$ cat config.mk
export PLATFORM = sky130hd
export DESIGN_NAME = fifo_axis_packet_arbiter_flat
export DESIGN_NICKNAME = d
export VERILOG_FILES = /design/src/rtl/fifo_axis_arb_pkg.sv /design/src/rtl/fifo_axis_packet_arbiter_if.sv /design/src/rtl/rr_arbiter.sv /design/src/rtl/fifo_axis_packet_arbiter.sv /design/src/flat_wrapper.sv
export SDC_FILE = /design/constraint.sdc
export NUM_CORES = 1
export LEC_CHECK = 0
export ABC_AREA = 1
export CELL_PAD_IN_SITES_DETAIL_PLACEMENT = 1
export CELL_PAD_IN_SITES_GLOBAL_PLACEMENT = 1
export CORE_MARGIN = 8
export CORE_UTILIZATION = 23
export CTS_CLUSTER_DIAMETER = 200
export DETAILED_ROUTE_END_ITERATION = 10
export PLACE_DENSITY = 0.8
export SLEW_MARGIN = 20
export SYNTH_ARGS = -nofsm -noshare
export SYNTH_HDL_FRONTEND = slang
export SYNTH_SLANG_ARGS = --single-unit
$ cat constraint.sdc
create_clock -name clk -period 2.3 [get_ports clk]
set_clock_uncertainty 0.2 [all_clocks]
set_input_delay 0.345 -clock clk [delete_from_list [all_inputs] [get_ports clk]]
set_output_delay 0.345 -clock clk [all_outputs]
set_load 0.05 [all_outputs]
$ cat src/rtl/fifo_axis_arb_pkg.sv
// Shared constants for the FIFO-to-AXIS packet arbiter: state codes, FIFO word field offsets,
// and the index-width helper.
package fifo_axis_arb_pkg;

  localparam logic [0:0] ST_IDLE  = 1'b0;
  localparam logic [0:0] ST_GRANT = 1'b1;

  // FIFO word layout is {tuser, tlast, tdata}; the flags sit directly above tdata.
  localparam int TDATA_LSB = 0;
  localparam int TLAST_OFS = 0;
  localparam int TUSER_OFS = 1;

  function automatic int clog2_min1(input int n);
    int r;
    r = 0;
    while ((1 << r) < n) r++;
    return (r < 1) ? 1 : r;
  endfunction

endpackage

$ cat src/rtl/fifo_axis_packet_arbiter_if.sv
// AXI-Stream master bundle driven by fifo_axis_packet_arbiter.
// FIFO_AXIS_ARB_TDEST_EN adds o_axis_tdest carrying the source index.
interface fifo_axis_packet_arbiter_if #(
  parameter int AXIS_DATA_WIDTH = 32,
  parameter int SRC_IDX_WIDTH   = 2
);
  logic [AXIS_DATA_WIDTH-1:0] o_axis_tdata;
  logic                       o_axis_tuser;
  logic                       o_axis_tlast;
  logic                       o_axis_tvalid;
  logic                       i_axis_tready;
`ifdef FIFO_AXIS_ARB_TDEST_EN
  logic [SRC_IDX_WIDTH-1:0]   o_axis_tdest;
`endif

  modport master (
`ifdef FIFO_AXIS_ARB_TDEST_EN
    output o_axis_tdest,
`endif
    output o_axis_tdata, o_axis_tuser, o_axis_tlast, o_axis_tvalid,
    input  i_axis_tready
  );

  modport slave (
`ifdef FIFO_AXIS_ARB_TDEST_EN
    input  o_axis_tdest,
`endif
    input  o_axis_tdata, o_axis_tuser, o_axis_tlast, o_axis_tvalid,
    output i_axis_tready
  );
endinterface

$ cat src/rtl/rr_arbiter.sv
// Combinational round-robin pick: first requester strictly after last_grant, wrapping.
module rr_arbiter
  import fifo_axis_arb_pkg::*;
#(
  parameter int NUM_SOURCES = 4,
  parameter int IDX_W       = clog2_min1(NUM_SOURCES)
) (
  input  logic [NUM_SOURCES-1:0] req_i,
  input  logic [IDX_W-1:0]       last_grant_i,
  output logic                   found_o,
  output logic [IDX_W-1:0]       grant_idx_o
);

  logic             hit;
  logic [IDX_W-1:0] idx;
  logic [IDX_W-1:0] cand;

  always_comb begin
    // NOTE: every variable gets a default first so no path through the block can infer a latch.
    hit  = 1'b0;
    idx  = '0;
    cand = '0;
    for (int i = 1; i <= NUM_SOURCES; i++) begin
      cand = IDX_W'((int'(last_grant_i) + i) % NUM_SOURCES);
      if (!hit && req_i[cand]) begin
        hit = 1'b1;
        idx = cand;
      end
    end
  end

  assign found_o     = hit;
  assign grant_idx_o = idx;

endmodule

$ cat src/rtl/fifo_axis_packet_arbiter.sv
// Packet-granular round-robin arbiter merging FIFO read ports onto one registered AXIS master.
// Define FIFO_AXIS_ARB_TDEST_EN to also drive o_axis_tdest with the granted source index.
module fifo_axis_packet_arbiter
  import fifo_axis_arb_pkg::*;
#(
  parameter int NUM_SOURCES     = 4,
  parameter int AXIS_DATA_WIDTH = 32,
  parameter int FIFO_DATA_WIDTH = AXIS_DATA_WIDTH + 2,
  parameter int SRC_IDX_WIDTH   = clog2_min1(NUM_SOURCES)
) (
  input  logic                                   clk,
  input  logic                                   rst_n,
  input  logic [NUM_SOURCES*FIFO_DATA_WIDTH-1:0] i_fifo_data,
  input  logic [NUM_SOURCES-1:0]                 i_fifo_not_empty,
  output logic [NUM_SOURCES-1:0]                 o_fifo_r_stb,
  fifo_axis_packet_arbiter_if.master             m_axis,
  output logic                                   o_busy,
  output logic [SRC_IDX_WIDTH-1:0]               o_grant_idx
);

  logic [0:0]                 state_q, state_d;
  logic [SRC_IDX_WIDTH-1:0]   grant_q, grant_d;
  logic [SRC_IDX_WIDTH-1:0]   last_grant_q, last_grant_d;
  logic                       tvalid_q, tvalid_d;
  logic [AXIS_DATA_WIDTH-1:0] tdata_q, tdata_d;
  logic                       tuser_q, tuser_d;
  logic                       tlast_q, tlast_d;
`ifdef FIFO_AXIS_ARB_TDEST_EN
  logic [SRC_IDX_WIDTH-1:0]   tdest_q, tdest_d;
`endif

  logic [FIFO_DATA_WIDTH-1:0] fifo_word [NUM_SOURCES];
  logic [FIFO_DATA_WIDTH-1:0] sel_word;
  logic                       sel_last;
  logic                       load;
  logic                       arb_found;
  logic [SRC_IDX_WIDTH-1:0]   arb_idx;

  for (genvar k = 0; k < NUM_SOURCES; k++) begin : g_unpack
    assign fifo_word[k] = i_fifo_data[k*FIFO_DATA_WIDTH +: FIFO_DATA_WIDTH];
  end

  assign sel_word = fifo_word[grant_q];
  assign sel_last = sel_word[AXIS_DATA_WIDTH + TLAST_OFS];

  // A pop happens only while granted, the output slot is free or draining, and the FIFO has data.
  assign load = (state_q == ST_GRANT) && (!tvalid_q || m_axis.i_axis_tready)
                && i_fifo_not_empty[grant_q];

  rr_arbiter #(
    .NUM_SOURCES (NUM_SOURCES),
    .IDX_W       (SRC_IDX_WIDTH)
  ) u_rr_arbiter (
    .req_i        (i_fifo_not_empty),
    .last_grant_i (last_grant_q),
    .found_o      (arb_found),
    .grant_idx_o  (arb_idx)
  );

  always_comb begin
    state_d      = state_q;
    grant_d      = grant_q;
    last_grant_d = last_grant_q;
    case (state_q)
      ST_IDLE: begin
        if (arb_found) begin
          state_d      = ST_GRANT;
          grant_d      = arb_idx;
          last_grant_d = arb_idx;
        end
      end
      ST_GRANT: begin
        if (load && sel_last) state_d = ST_IDLE;
      end
      default: state_d = ST_IDLE;
    endcase
  end

  // The output register drains on its own; IDLE may re-arbitrate while a beat is still pending.
  always_comb begin
    tvalid_d = tvalid_q;
    tdata_d  = tdata_q;
    tuser_d  = tuser_q;
    tlast_d  = tlast_q;
`ifdef FIFO_AXIS_ARB_TDEST_EN
    tdest_d  = tdest_q;
`endif
    if (load) begin
      tvalid_d = 1'b1;
      tdata_d  = sel_word[TDATA_LSB +: AXIS_DATA_WIDTH];
      tuser_d  = sel_word[AXIS_DATA_WIDTH + TUSER_OFS];
      tlast_d  = sel_last;
`ifdef FIFO_AXIS_ARB_TDEST_EN
      tdest_d  = grant_q;
`endif
    end else if (m_axis.i_axis_tready && tvalid_q) begin
      tvalid_d = 1'b0;
    end
  end

  always_ff @(posedge clk or negedge rst_n) begin
    if (!rst_n) begin
      state_q      <= ST_IDLE;
      grant_q      <= '0;
      last_grant_q <= SRC_IDX_WIDTH'(NUM_SOURCES - 1);
      tvalid_q     <= 1'b0;
      tdata_q      <= '0;
      tuser_q      <= 1'b0;
      tlast_q      <= 1'b0;
`ifdef FIFO_AXIS_ARB_TDEST_EN
      tdest_q      <= '0;
`endif
    end else begin
      // NOTE: non-blocking assignments so every register samples pre-edge values.
      state_q      <= state_d;
      grant_q      <= grant_d;
      last_grant_q <= last_grant_d;
      tvalid_q     <= tvalid_d;
      tdata_q      <= tdata_d;
      tuser_q      <= tuser_d;
      tlast_q      <= tlast_d;
`ifdef FIFO_AXIS_ARB_TDEST_EN
      tdest_q      <= tdest_d;
`endif
    end
  end

  assign o_fifo_r_stb         = load ? (NUM_SOURCES'(1) << grant_q) : '0;
  assign o_busy               = (state_q == ST_GRANT);
  assign o_grant_idx          = grant_q;
  assign m_axis.o_axis_tvalid = tvalid_q;
  assign m_axis.o_axis_tdata  = tdata_q;
  assign m_axis.o_axis_tuser  = tuser_q;
  assign m_axis.o_axis_tlast  = tlast_q;
`ifdef FIFO_AXIS_ARB_TDEST_EN
  assign m_axis.o_axis_tdest  = tdest_q;
`endif

endmodule

$ cat src/flat_wrapper.sv
// flat-port wrapper written by rule: the top's interface ports become plain ports
module fifo_axis_packet_arbiter_flat import fifo_axis_arb_pkg::*;
#(
  parameter int NUM_SOURCES     = 4,
  parameter int AXIS_DATA_WIDTH = 32,
  parameter int FIFO_DATA_WIDTH = AXIS_DATA_WIDTH + 2,
  parameter int SRC_IDX_WIDTH   = clog2_min1(NUM_SOURCES)
)
  (clk, rst_n, i_fifo_data, i_fifo_not_empty, o_fifo_r_stb, o_busy, o_grant_idx, m_axis_o_axis_tdata, m_axis_o_axis_tuser, m_axis_o_axis_tlast, m_axis_o_axis_tvalid, m_axis_i_axis_tready);
  fifo_axis_packet_arbiter_if #(.AXIS_DATA_WIDTH(AXIS_DATA_WIDTH), .SRC_IDX_WIDTH(SRC_IDX_WIDTH)) m_axis_i ();
  input  logic clk;
  input  logic rst_n;
  input  logic [NUM_SOURCES*FIFO_DATA_WIDTH-1:0] i_fifo_data;
  input  logic [NUM_SOURCES-1:0] i_fifo_not_empty;
  output logic [NUM_SOURCES-1:0] o_fifo_r_stb;
  output logic o_busy;
  output logic [SRC_IDX_WIDTH-1:0] o_grant_idx;
  output wire logic [$bits(m_axis_i.o_axis_tdata)-1:0] m_axis_o_axis_tdata;
  output wire logic [$bits(m_axis_i.o_axis_tuser)-1:0] m_axis_o_axis_tuser;
  output wire logic [$bits(m_axis_i.o_axis_tlast)-1:0] m_axis_o_axis_tlast;
  output wire logic [$bits(m_axis_i.o_axis_tvalid)-1:0] m_axis_o_axis_tvalid;
  input wire logic [$bits(m_axis_i.i_axis_tready)-1:0] m_axis_i_axis_tready;
  assign m_axis_o_axis_tdata = m_axis_i.o_axis_tdata;
  assign m_axis_o_axis_tuser = m_axis_i.o_axis_tuser;
  assign m_axis_o_axis_tlast = m_axis_i.o_axis_tlast;
  assign m_axis_o_axis_tvalid = m_axis_i.o_axis_tvalid;
  assign m_axis_i.i_axis_tready = m_axis_i_axis_tready;
  fifo_axis_packet_arbiter #(.NUM_SOURCES(NUM_SOURCES), .AXIS_DATA_WIDTH(AXIS_DATA_WIDTH), .FIFO_DATA_WIDTH(FIFO_DATA_WIDTH), .SRC_IDX_WIDTH(SRC_IDX_WIDTH)) u_core (.clk(clk), .rst_n(rst_n), .i_fifo_data(i_fifo_data), .i_fifo_not_empty(i_fifo_not_empty), .o_fifo_r_stb(o_fifo_r_stb), .m_axis(m_axis_i), .o_busy(o_busy), .o_grant_idx(o_grant_idx));
endmodule
==> results.py <==
metrics = {
    "worst_hold_path": {
        "hold_path.class": "reg -> reg",
    },
    "placed_design": {
        "place_inst": 743,
        "globalplace.congestion": 0.7937,
        "dpl_cell_area_mm2": 0.004827,
        "dpl.hpwl_um": 10840,
        "port_buffers": 184,
    },
    "sta": {
        "fmax_mhz": 449.5,
        "period_needed_ns": 2.225,
        "slew_headroom": 0.5877,
        "fin_crit_sh": 0.9673,
        "tightest_slew_ns": 0.6185,
        "fin_tns_setup_ns": 0,
        "slew_violations": 0,
        "rsz0062_at_grt": "false",
        "setup_viol": 0,
        "hold_violations": 0,
    },
    "pwr": {
        "p_leak_nw": 2.247,
        "max-vdd-ir-drop_v": 0.0006404,
        "powerDensity_mw_per_mm2": 1385,
    },
    "setup_path": {
        "cp-end-kind": "output pin",
        "cp_slowest_cell": "dfrtp_2",
        "cp-start-kind": "flop",
        "worstPathMaxFanout": 7,
        "cpPeakStageDelay_ns": 0.46,
        "cp.required_ns": 1.75,
        "critPathKind": "reg -> out",
        "worstPathArrival_ns": 1.68,
        "crit_path_cell_trace": "inv_1 -> nand3_1 -> nand4_1 -> and3_4 -> inv_4 -> nor3_4 -> buf_12",
    },
    "floorplanning": {
        "die-width_um": 125.9,
        "core_area_mm2": 0.01191,
        "start_util": 0.2331,
        "num_io_pins": 185,
        "die_h_um": 125.9,
        "die_area_mm2": 0.01584,
        "placementRows": 40,
    },
    "routing": {
        "drt-wirelength-per-cell_um": 18.31,
        "drt_iter0_markers": 114,
        "met3WireLength_um": 811,
        "vias": 3674,
        "drc_errors": 0,
        "wl_met1_um": 5358,
        "dr.pass1.iters": 4,
        "drt_wl_total_um": 13830,
        "top_layer": "met4",
        "ant_nets": 0,
        "wl_met2_um": 7482,
        "viasPerCell": 4.866,
    },
    "status": {
        "outcome": "completed",
    },
    "logic_synthesis": {
        "synth_seq_cells": 40,
        "syn_inst": 435,
        "syn-num-nets": 578,
        "yosysSeqAreaShare": 0.3614,
        "yosys_warnings": 0,
        "synth_cell_types": 20,
        "avgSynthCellArea_um2": 6.383,
        "synth_area_mm2": 0.002776,
    },
    "cts": {
        "clockBufferDepth": 2,
        "cts.root.buffer_cell": "clkbuf_16",
        "path_clk_slew_ns": 0.05,
        "tritoncts": "built",
        "cts_buffers": 5,
        "insertion_delay_ns": 0.27,
        "cts.sinks": 40,
        "cts_max_level": 2,
    },
    "global_route": {
        "grt_max_degree": 56,
        "overflow": 0,
        "grt.total_usage": 0.1681,
        "grt_pass1_wl_um": 21600,
        "grt_pass1_vias": 4040,
        "grt_antenna_before_repair": 1,
    },
    "finish": {
        "layout-drive-gt1-share": 0.06919,
        "nNetsFinal": 749,
        "final_area_mm2": 0.005010,
        "mostFrequentLayoutCell": "nand2_1",
        "final_cell_mix": "nand2_1, clkdlybuf4s50_1, nand3_1, dfrtp_1, nand4_1",
        "fin_util": 0.4206,
        "area_growth_syn_to_layout_pct": 80.44,
        "layoutNonFillerInstCount": 755,
    },
    "run": {
        "maxCapViolations": 0,
    },
}
[state kept, by name, summed over array words and instances, names as in the netlist]
signal	cells
u_core.m_axis.o_axis_tvalid	1
u_core.o_grant_idx	2
u_core.m_axis.o_axis_tlast	1
u_core.last_grant_q	2
u_core.o_busy	1
u_core.m_axis.o_axis_tuser	1
u_core.m_axis.o_axis_tdata	32
[cells by family (layout without fill, tap and decap cells)]
group,count (synthesis),in the layout,share of synthesized area
AO/OA/AOI/OAI,5,5,0.009012
buffers and inverters,49,221,0.08157
flip-flops,40,40,0.3614
other,0,1,0
AND/OR/NAND/NOR,341,341,0.5480
[repair_timing]
action / 4_1_cts / 5_1_grt
endpoints found under the setup margin: 4 / 4
endpoints found under the hold margin: 23 / 0
setup buffers: 0 / 2
hold buffers: 1 / 0
gates resized for setup: 2 / 2
pin swaps: 0 / 1
[final timing paths]
| path | cells after the start | endpoint | slack, ns | startpoint |
|---|---|---|---|---|
| worst max-delay path | 7 | o_fifo_r_stb[1] | 0.08 | u_core.o_grant_idx[1] |
| max in group asynchronous | 3 | u_core.m_axis.o_axis_tdata[12] | 0.83 | rst_n |
| min in group asynchronous | 2 | u_core.m_axis.o_axis_tdata[24] | 0.42 | rst_n |
| worst max register to register | 11 | u_core.o_grant_idx[0] | 0.26 | u_core.last_grant_q[0] |
| worst min register to register | 2 | u_core.m_axis.o_axis_tdata[15] | 0.27 | u_core.m_axis.o_axis_tdata[15] |
| worst min-delay path | 2 | u_core.m_axis.o_axis_tdata[15] | 0.27 | u_core.m_axis.o_axis_tdata[15] |
[cell type report]
class / count / area, µm²
timing repair buffer: 200 / 2023
fill: 1512 / 6902
clock buffer: 8 / 146.4
antenna: 1 / 2.502
multi-input combinational: 346 / 1597
tap: 147 / 183.9
sequential: 40 / 1006
inverter: 13 / 51.30
[worst max-delay path: cells and delay by family (launching register included)]
kind	cells	cell delay (ns)
simple gates	4	0.58
flops	1	0.46
buf+inv	3	0.36
[where the power goes]
part | internal [W] | switching (W)
sequential | 0.00106 | 0.000241
clock | 0.000432 | 0.000250
combinational | 0.00163 | 0.00332
[metrics by stage]
step | total power, W | setup slack [ns] | hold WS (ns)
after floorplan | 0.004567 | -0.09699 | -0.1506
after global placement | 0.006116 | 0.01259 | 0.1862
after detailed placement | 0.006291 | -0.06092 | 0.1971
after CTS | 0.007020 | 0.02825 | 0.2723
after global routing | 0.007465 | 0.005843 | 0.2885
final | 0.006937 | 0.07522 | 0.2676
[cell usage after synthesis]
library cell / instances / area (µm²)
a21oi_1: 2 / 10.01
and3_1: 1 / 6.260
buf_1: 5 / 18.77
buf_2: 10 / 50.05
buf_4: 4 / 30.03
buf_6: 2 / 22.52
clkbuf_1: 15 / 56.30
dfrtp_1: 38 / 950.9
dfstp_2: 2 / 52.55
inv_1: 10 / 37.54
inv_2: 3 / 11.26
nand2_1: 185 / 694.4
nand3_1: 111 / 555.5
nand4_1: 34 / 212.7
nor2_1: 4 / 15.01
nor2_2: 1 / 6.260
nor2_4: 1 / 11.26
nor3_1: 4 / 20.02
o21ai_0: 2 / 10.01
o21ai_1: 1 / 5.000
[per-layer routing]
metal | track usage | vias up
met5 | 0 | -
met4 | 0.03680 | 0
met3 | 0.04177 | 6
met2 | 0.3287 | 87
met1 | 0.1760 | 1788
li1 | - | 1793
Note: power is estimated with default switching activity, not from simulation.
